$ cat config.mk
export PLATFORM = sky130hd
export DESIGN_NAME = vga_pattern_sequencer_flat
export DESIGN_NICKNAME = d
export VERILOG_FILES = /design/src/rtl/vga_pattern_sequencer_if.sv /design/src/rtl/vga_pattern_sequencer.sv /design/src/flat_wrapper.sv
export SDC_FILE = /design/constraint.sdc
export NUM_CORES = 1
export LEC_CHECK = 0
export CORE_UTILIZATION = 46
export DETAILED_ROUTE_END_ITERATION = 6
export PLACE_DENSITY_LB_ADDON = 0.05
export SETUP_SLACK_MARGIN = 0.05
export SLEW_MARGIN = 20
export SYNTH_ARGS = -nofsm -noshare
export SYNTH_HDL_FRONTEND = slang
export SYNTH_SLANG_ARGS = --single-unit
$ cat constraint.sdc
create_clock -name clk -period 1.8 [get_ports clk]
set_input_delay 0.54 -clock clk [delete_from_list [all_inputs] [get_ports clk]]
set_output_delay 0.54 -clock clk [all_outputs]
set_load 0.02 [all_outputs]
$ cat src/rtl/vga_pattern_sequencer_if.sv
// Pixel-path bundle between the VGA timing generator and the pattern sequencer.
// master drives timing/controls and receives RGB; slave is the sequencer.
interface vga_pattern_sequencer_if;
    logic       DE;
    logic [9:0] x_pixel;
    logic [9:0] y_pixel;
    logic       btn_next;
    logic       auto_en;
    logic [3:0] bar_r;
    logic [3:0] bar_g;
    logic [3:0] bar_b;
    logic [3:0] r_port;
    logic [3:0] g_port;
    logic [3:0] b_port;
    logic       de_out;
    logic [1:0] pattern_id;

    modport master (
        output DE, x_pixel, y_pixel, btn_next, auto_en,
        output bar_r, bar_g, bar_b,
        input  r_port, g_port, b_port, de_out, pattern_id
    );

    modport slave (
        input  DE, x_pixel, y_pixel, btn_next, auto_en,
        input  bar_r, bar_g, bar_b,
        output r_port, g_port, b_port, de_out, pattern_id
    );
endinterface

$ cat src/rtl/vga_pattern_sequencer.sv
// Frame-synchronous test-pattern scheduler for the 640x480 VGA path.
// Pattern changes only at end of frame; RGB is registered with blanking.
module vga_pattern_sequencer #(
    parameter int FRAMES_PER_PATTERN = 120,
    parameter int V_ACTIVE           = 480
) (
    input logic                    clk,
    input logic                    reset,
    vga_pattern_sequencer_if.slave bus
);

    localparam logic [9:0] CNT_LAST = 10'(FRAMES_PER_PATTERN - 1);
    localparam logic [9:0] Y_LAST   = 10'(V_ACTIVE - 1);

    typedef enum logic {RUN, PEND} state_t;

    state_t     state_q, state_d;
    logic [9:0] frame_cnt_q, frame_cnt_d;
    logic [1:0] pattern_q, pattern_d;
    logic       de_q;
    logic [9:0] y_q;
    logic [11:0] rgb_q, rgb_d;
    logic       de_out_q;
    logic       eof;
    logic       cnt_last;
    logic       adv;

    // Only a falling DE on the last active line marks end of frame.
    assign eof      = de_q & ~bus.DE & (y_q == Y_LAST);
    assign cnt_last = (frame_cnt_q == CNT_LAST);

    // Previous-cycle DE and row, used for end-of-frame detection.
    always_ff @(posedge clk or posedge reset) begin
        if (reset) begin
            de_q <= 1'b0;
            y_q  <= '0;
        end else begin
            de_q <= bus.DE;
            y_q  <= bus.y_pixel;
        end
    end

    // Next-state logic: a request parks in PEND until the next eof.
    always_comb begin
        state_d = state_q;
        adv     = 1'b0;
        unique case (state_q)
            RUN: begin
                if (eof && bus.auto_en && cnt_last) adv = 1'b1;
                if (bus.btn_next) state_d = PEND;
            end
            PEND: begin
                if (eof) begin
                    adv     = 1'b1;
                    state_d = RUN;
                end
            end
            default: state_d = RUN;
        endcase
    end

    // Frame counter and pattern index follow the advance decision.
    always_comb begin
        frame_cnt_d = frame_cnt_q;
        pattern_d   = pattern_q;
        if (adv) begin
            frame_cnt_d = '0;
            pattern_d   = pattern_q + 2'd1;
        end else if (eof) begin
            frame_cnt_d = cnt_last ? '0 : frame_cnt_q + 10'd1;
        end
    end

    // Control state registers.
    always_ff @(posedge clk or posedge reset) begin
        if (reset) begin
            state_q     <= RUN;
            frame_cnt_q <= '0;
            pattern_q   <= '0;
        end else begin
            state_q     <= state_d;
            frame_cnt_q <= frame_cnt_d;
            pattern_q   <= pattern_d;
        end
    end

    // Pattern generation from the current pixel, blanked outside DE.
    always_comb begin
        rgb_d = '0;
        unique case (pattern_q)
            2'd0: rgb_d = {bus.bar_r, bus.bar_g, bus.bar_b};
            2'd1: rgb_d = (bus.x_pixel[5] ^ bus.y_pixel[5]) ? 12'hFFF : 12'h000;
            2'd2: rgb_d = {3{bus.x_pixel[9:6]}};
            2'd3: begin
                unique case (bus.y_pixel[8:7])
                    2'd0: rgb_d = 12'hF00;
                    2'd1: rgb_d = 12'h0F0;
                    2'd2: rgb_d = 12'h00F;
                    2'd3: rgb_d = 12'hFFF;
                    default: rgb_d = '0;
                endcase
            end
            default: rgb_d = '0;
        endcase
        if (!bus.DE) rgb_d = '0;
    end

    // One-clock pixel pipeline to the DAC.
    always_ff @(posedge clk or posedge reset) begin
        if (reset) begin
            rgb_q    <= '0;
            de_out_q <= 1'b0;
        end else begin
            rgb_q    <= rgb_d;
            de_out_q <= bus.DE;
        end
    end

    assign bus.r_port     = rgb_q[11:8];
    assign bus.g_port     = rgb_q[7:4];
    assign bus.b_port     = rgb_q[3:0];
    assign bus.de_out     = de_out_q;
    assign bus.pattern_id = pattern_q;

    logic unused_bits;
    assign unused_bits = ^{bus.x_pixel[4:0]};

endmodule

$ cat src/flat_wrapper.sv
// flat-port wrapper written by rule: the top's interface ports become plain ports
module vga_pattern_sequencer_flat 
#(
    parameter int FRAMES_PER_PATTERN = 120,
    parameter int V_ACTIVE           = 480
)
  (clk, reset, bus_DE, bus_x_pixel, bus_y_pixel, bus_btn_next, bus_auto_en, bus_bar_r, bus_bar_g, bus_bar_b, bus_r_port, bus_g_port, bus_b_port, bus_de_out, bus_pattern_id);
  vga_pattern_sequencer_if bus_i ();
  input logic clk;
  input logic reset;
  input wire logic [$bits(bus_i.DE)-1:0] bus_DE;
  input wire logic [$bits(bus_i.x_pixel)-1:0] bus_x_pixel;
  input wire logic [$bits(bus_i.y_pixel)-1:0] bus_y_pixel;
  input wire logic [$bits(bus_i.btn_next)-1:0] bus_btn_next;
  input wire logic [$bits(bus_i.auto_en)-1:0] bus_auto_en;
  input wire logic [$bits(bus_i.bar_r)-1:0] bus_bar_r;
  input wire logic [$bits(bus_i.bar_g)-1:0] bus_bar_g;
  input wire logic [$bits(bus_i.bar_b)-1:0] bus_bar_b;
  output wire logic [$bits(bus_i.r_port)-1:0] bus_r_port;
  output wire logic [$bits(bus_i.g_port)-1:0] bus_g_port;
  output wire logic [$bits(bus_i.b_port)-1:0] bus_b_port;
  output wire logic [$bits(bus_i.de_out)-1:0] bus_de_out;
  output wire logic [$bits(bus_i.pattern_id)-1:0] bus_pattern_id;
  assign bus_i.DE = bus_DE;
  assign bus_i.x_pixel = bus_x_pixel;
  assign bus_i.y_pixel = bus_y_pixel;
  assign bus_i.btn_next = bus_btn_next;
  assign bus_i.auto_en = bus_auto_en;
  assign bus_i.bar_r = bus_bar_r;
  assign bus_i.bar_g = bus_bar_g;
  assign bus_i.bar_b = bus_bar_b;
  assign bus_r_port = bus_i.r_port;
  assign bus_g_port = bus_i.g_port;
  assign bus_b_port = bus_i.b_port;
  assign bus_de_out = bus_i.de_out;
  assign bus_pattern_id = bus_i.pattern_id;
  vga_pattern_sequencer #(.FRAMES_PER_PATTERN(FRAMES_PER_PATTERN), .V_ACTIVE(V_ACTIVE)) u_core (.clk(clk), .reset(reset), .bus(bus_i));
endmodule
==> results.yml, run 1 <==
detailed_routing:
  viasPerCell: 5.226
  drt_iter0_markers: 52
  first_pass_iters: 4
  vias: 1364
  route.antenna.remaining_nets: 0
  remaining_drc_errors: 0
  routed_wl_mm: 3.764
  detail_route.wl_per_cell_um: 14.42
critical_path:
  crit_top_cell: "buf_4"
  slowest_delay_ns: 0.42
  path_class: "primary input to flip-flop"
  start_kind: "primary input"
  reg2reg_from: "u_core.frame_cnt_q[3]$_DFFE_PP0P_"
  path_cells: "clkdlybuf4s50_1 > nand4b_4 > buf_4 > nor3_4 > buf_4 > o21ai_0 > a32o_1"
  required_ns: 2.04
  startpoint: "bus_DE"
  endpoint_kind: "flip-flop"
  crit_family: "buffers and inverters"
  cp_num_buf_inv: 3
  arrival_ns: 1.96
  slowest_stage: "clkdlybuf4s50_1"
  cp_max_fo: 5
clock_tree:
  clk_pin_slew_ns: 0.12
  cts_hold_buf: 0
  cts_tree: "yes"
  cts.sinks: 36
  cts_root_buf: "clkbuf_4"
  cts.path.max_buffers: 2
  cts-htree-levels: 2
  cts_buffers: 5
  post_cts_buffers: 0
  clkLatencyLatePin_ns: 0.35
sta:
  relSlewSlack_pct: 81.61
  fmax_mhz: 578.9
  fin_skew_ns: 0.01703
  whs_ns: 0.5223
  rsz0062_at_grt: "true"
  hold_viol: 0
  tightest_slew_ns: 0.2723
  fin_crit_sh_pct: 95.97
  drv_slew: 0
  period_needed_ns: 1.727
  setup_violations: 0
global_route:
  grt_antenna_before_repair: 0
  gr-total-overflow: 0
  grt_start_max_net_pins: 22
  grt_pass1_vias: 1450
  grt_pass1_wl_mm: 6.520
  grt_use_total_pct: 21.72
yosys:
  syn-num-nets: 198
  synth-seq-cells: 36
  async_reset_ff_share_pct: 100.0
  yosys_warnings: 0
  syn_area_um2: 1672
  synth_flop_cell: "dfrtp_1"
  synthAdderAreaFrac_pct: 6.737
  synth_compound_area_share_pct: 17.66
  seq_area_frac_synth_pct: 53.89
  synth.avg_cell_area_um2: 11.00
  synth_cell_types: 38
  synth-xor-area-share_pct: 1.048
  syn_inst: 152
  synth_mux_area_share_pct: 1.272
  synth_top_family_by_area: "compound AO/OA/AOI/OAI gates"
  synth-simple-area-share_pct: 16.17
  synth-edff-count: 0
placement:
  place.gp.congestion: 0.8120
  port_buffers: 46
  dpl.hpwl_mm: 2.839
die:
  die_x_um: 62.28
  dieArea_um2: 3879
  fp.dieH_um: 62.28
  core_region_area_um2: 3416
  start_util_pct: 48.94
  pin_count: 52
  core.rowCount: 21
final_layout:
  area_delta_synth_final_pct: 39.82
  drive_gt1_share_pct: 13.95
  nets: 260
  n_antenna_cell: 0
  fin_util_pct: 68.42
power_and_ir_drop:
  vdd_drop_max_uv: 418.7
  powerDensity_nw_per_um2: 691.5
  leakage_nw: 1.102
flow_run:
  cap_viol_max_count: 0
status:
  status: "finished clean"
worst_hold_path:
  min_path_type: "primary input to async pin"
-- cell type report --
type	instances	area, µm²
clock buffers	6	41.29
well taps	46	57.56
flip-flops and latches	36	900.9
clock inverters	2	35.03
repair buffers	59	539.3
inverters	8	30.03
multi-input cells	104	733.2
fillers	287	1079
-- flip-flops by register name, summed over array words and instances, names as in the netlist --
register	cells
u_core.bus.pattern_id	2
u_core.frame_cnt_q	10
u_core.rgb_q	12
u_core.state_q	1
u_core.y_q	10
u_core.de_q	1
-- path summary, 6_finish.rpt --
| check | to | slack [ns] | cells past startpoint |
|---|---|---|---|
| setup reg to reg | u_core.frame_cnt_q[0]$_DFFE_PP0P_ | 0.16 | 4 |
| setup / recovery | u_core.frame_cnt_q[2]$_DFFE_PP0P_ | 0.07 | 7 |
| min in group clk | u_core.y_q[7]$_DFF_PP0_ | 0.53 | 2 |
| hold / removal | u_core.y_q[4]$_DFF_PP0_ | 0.52 | 3 |
| max in group asynchronous | u_core.state_q$_DFF_PP0_ | 1.02 | 3 |
| hold reg to reg | u_core.state_q$_DFF_PP0_ | 0.58 | 1 |
-- stage by stage --
stage / instance area (µm²) / power (mW) / cells / TNS (ns) / setup WS, ns
6_report: 2337 / 1.616 / 261 / 0 / 0.07262
5_1_grt: 2337 / 1.692 / 261 / 0 / 0.01063
4_1_cts: 2318 / 1.624 / 260 / 0 / 0.08782
3_5_place_dp: 2256 / 1.090 / 252 / -5.978 / -0.3748
3_3_place_gp: 2256 / 1.083 / 252 / -5.248 / -0.3395
2_1_floorplan: 1672 / 0.9457 / 152 / 0 / 0.1864
-- cells by family (layout without fill, tap and decap cells) --
group           after synthesis  count (layout)
simple gates                 39              39
fa+ha+maj                     9               9
mux                           2               2
flops                        36              36
xor+xnor                      2               2
compound gates               52              52
buf+inv                      12              75
-- placed cells by master (no fill, tap or decap), types with 2 or more instances in the layout --
cell and count:
a21oi_1 20, o21ai_0 13, ha_1 9, clkdlybuf4s50_1 30, inv_1 8, and2_1 2
dlygate4sd2_1 15, nor3_1 3, dfrtp_1 36, nor3b_1 2, buf_4 12, nand4b_4 2
a22o_1 3, o22ai_1 2, and3_1 4, nand2_1 7, clkbuf_4 5, o21a_1 2
nor2_1 7, nand3_1 2, o21ai_1 7
-- tightest hold or removal path, stage by stage --
cell	delay, ns
clkdlybuf4s50_1	0.40
inv_1	0.08
buf_4	0.23
-- per-layer routing --
metal | GRT usage [%] | vias to the layer above | wire length [µm]
li1 | - | 668 | -
met5 | 0 | - | 0
met3 | 7.353 | 7 | 268
met1 | 23.61 | 643 | 1495
met4 | 7.558 | 0 | 70
met2 | 39.15 | 46 | 1931
-- cell usage after synthesis, types with 2 or more instances --
library cell,instances,area (µm²)
clkbuf_1,2,7.510
o21ai_1,7,35.03
and2_1,2,12.51
o21a_1,2,15.01
ha_1,9,112.6
nor2_1,7,26.28
inv_1,8,30.03
a21oi_1,20,100.1
o21ai_0,13,65.06
nor3_1,4,20.02
a22o_1,3,26.28
nand2_1,7,26.28
o22ai_1,2,12.51
nor3b_1,2,15.01
and3_1,4,25.02
nand3_1,2,10.01
dfrtp_1,36,900.9
nand4b_4,2,47.55
-- report_power, final --
group / switching (mW) / total [mW] / leakage, nW / internal (mW)
clock: 0.267 / 0.558 / 0.0422 / 0.291
combinational: 0.0958 / 0.208 / 0.614 / 0.112
sequential: 0.0117 / 0.850 / 0.446 / 0.839
-- what timing repair did --
action / CTS / global route
gates resized for setup: 16 / 4
setup endpoints to repair: 20 / 10
cloned: 0 / 1
(Power assumes the default switching activity.)
==> inputs of run 2 (changes only) <==
Settings changed: CTS_BUF_LIST set to sky130_fd_sc_hd__clkbuf_4 sky130_fd_sc_hd__clkbuf_8 sky130_fd_sc_hd__clkbuf_16, REMOVE_ABC_BUFFERS set to 1.
==> results.yml, run 2 (synthesized netlist as in run 1, its figures left out) <==
status:
  status: "finished clean"
detailed_routing:
  vias: 1369
  drt_iter0_markers: 59
  viasPerCell: 5.306
  remaining_drc_errors: 0
  first_pass_iters: 4
  detail_route.wl_per_cell_um: 13.95
  route.antenna.remaining_nets: 0
  routed_wl_mm: 3.599
critical_path:
  start_kind: "primary input"
  path_cells: "clkdlybuf4s50_1 > nand4b_4 > buf_4 > nor3_4 > buf_4 > o21ai_0 > a32o_1"
  required_ns: 2.05
  slowest_delay_ns: 0.44
  cp_max_fo: 5
  crit_top_cell: "buf_4"
  endpoint_kind: "flip-flop"
  slowest_stage: "clkdlybuf4s50_1"
  path_class: "primary input to flip-flop"
  arrival_ns: 1.96
clock_tree:
  cts-htree-levels: 2
  clkLatencyLatePin_ns: 0.35
  cts.sinks: 36
  cts_root_buf: "clkbuf_4"
  cts_tree: "yes"
  cts.path.max_buffers: 2
  post_cts_buffers: 0
  clk_pin_slew_ns: 0.12
  cts_buffers: 5
final_layout:
  post_layout_nonfiller_instances: 258
  layout_commonest_cell: "dfrtp_1"
  drive_gt1_share_pct: 13.21
  nets: 257
  final_cell_mix: "dfrtp_1 (36), clkdlybuf4s50_1 (31), a21oi_1 (20)"
  largest_reg_flops: 12
  fin_util_pct: 67.62
  n_antenna_cell: 0
  largest_register: "u_core.rgb_q"
  largestRegisters: "u_core.rgb_q x12, u_core.frame_cnt_q x10, u_core.y_q x10"
  nFillCells: 286
  design_area_um2: 2310
  area_delta_synth_final_pct: 38.17
sta:
  drv_slew: 0
  hold_viol: 0
  whs_ns: 0.5247
  totalNegativeSetupSlack_ns: 0
  period_needed_ns: 1.719
  tightest_slew_ns: 0.3240
  relSlewSlack_pct: 78.11
  fin_crit_sh_pct: 95.51
  fin_skew_ns: 0.01302
  setup_violations: 0
  rsz0062_at_grt: "true"
  fmax_mhz: 581.7
die:
  fp.dieH_um: 62.28
  start_util_pct: 48.94
  core_region_area_um2: 3416
  die_x_um: 62.28
  core.rowCount: 21
  dieArea_um2: 3879
  pin_count: 52
global_route:
  grt_util_met1_pct: 24.01
  grt_pass1_vias: 1354
  grt_start_max_net_pins: 37
  gr-total-overflow: 0
  grt_antenna_before_repair: 0
  grt_pass1_wl_mm: 6.044
  grt_use_total_pct: 20.28
  top_usage_layer: "met2"
  use_met3_pct: 5.515
  grt_use_met2_pct: 34.75
placement:
  dp.cells: 249
  place_area_um2: 2246
  place.gp.congestion: 0.7937
  port_buffers: 46
  dpl.hpwl_mm: 2.691
power_and_ir_drop:
  leakage_nw: 1.079
  pwr-share-seq_pct: 55.9
  vdd_drop_max_uv: 619.4
  intPower_mw: 1.136
  switchingPower_mw: 0.3869
  pwr-share-clk_pct: 30.7
  switching_share_pct: 25.41
  comb_power_share_pct: 13.4
  powerDensity_nw_per_um2: 659.4
flow_run:
  cap_viol_max_count: 0
worst_hold_path:
  min_path_type: "primary input to async pin"
run 2: cell count changes in the layout (fill, tap and decap cells not counted), sizes merged:
cell,previous run,this run
clkdlybuf4s50,30,31
bufinv,1,0
buf,13,10
dlymetal6s2s,1,0
clkinv,1,2
run 2: routing by layer:
layer / up-vias / share of wire, %
met5: - / 0
met4: 0 / 1.5
met3: 6 / 4.1
met2: 33 / 51
met1: 666 / 43
li1: 664 / -
run 2: critical path, delay by kind of cell:
family	cells	cell delay, ns
buf+inv	3	0.77
compound gates	2	0.28
simple gates	2	0.38
run 2: path summary, 6_finish.rpt:
kind                                              startpoint                                 to  slack (ns)  cells after the start
hold / removal                                         reset  u_core.frame_cnt_q[7]$_DFFE_PP0P_        0.52                      3
setup reg to reg           u_core.frame_cnt_q[3]$_DFFE_PP0P_  u_core.frame_cnt_q[0]$_DFFE_PP0P_        0.12                      4
max in group asynchronous                              reset              u_core.de_q$_DFF_PP0_        1.07                      3
setup / recovery                                      bus_DE  u_core.frame_cnt_q[2]$_DFFE_PP0P_        0.08                      7
hold reg to reg            u_core.frame_cnt_q[1]$_DFFE_PP0P_  u_core.frame_cnt_q[1]$_DFFE_PP0P_        0.56                      2
min in group clk           u_core.frame_cnt_q[1]$_DFFE_PP0P_  u_core.frame_cnt_q[1]$_DFFE_PP0P_        0.56                      2
run 2: power groups by stage:
stage	clock, mW	sequential, mW	combinational [mW]
2_1_floorplan	0	0.892	0.0521
3_3_place_gp	0	0.868	0.215
3_5_place_dp	0	0.869	0.218
4_1_cts	0.468	0.852	0.205
5_1_grt	0.515	0.856	0.221
6_report	0.467	0.851	0.204
run 2: repair_timing:
item / 4_1_cts / 5_1_grt
setup endpoints to repair: 21 / 7
hold buffers: 0 / 0
gates resized for setup: 16 / 3
gates cloned: 0 / 1
run 2: cell type report:
type	count	area, µm²	share of cell area [%]
Clock buffer	6	51.30	2.221
Clock inverter	2	10.01	0.4334
Inverter	8	30.03	1.300
Multi-Input combinational cell	104	733.2	31.74
Sequential cell	36	900.9	39.00
Tap cell	46	57.56	2.492
Timing Repair Buffer	56	526.8	22.81
run 2: stage by stage:
step | worst slack [ns] | total power, mW
detailed placement | -0.3881 | 1.087
floorplan | -0.09238 | 0.9440
finish | 0.08079 | 1.523
global route | 0.02953 | 1.591
global placement | -0.3644 | 1.082
CTS | 0.07859 | 1.526
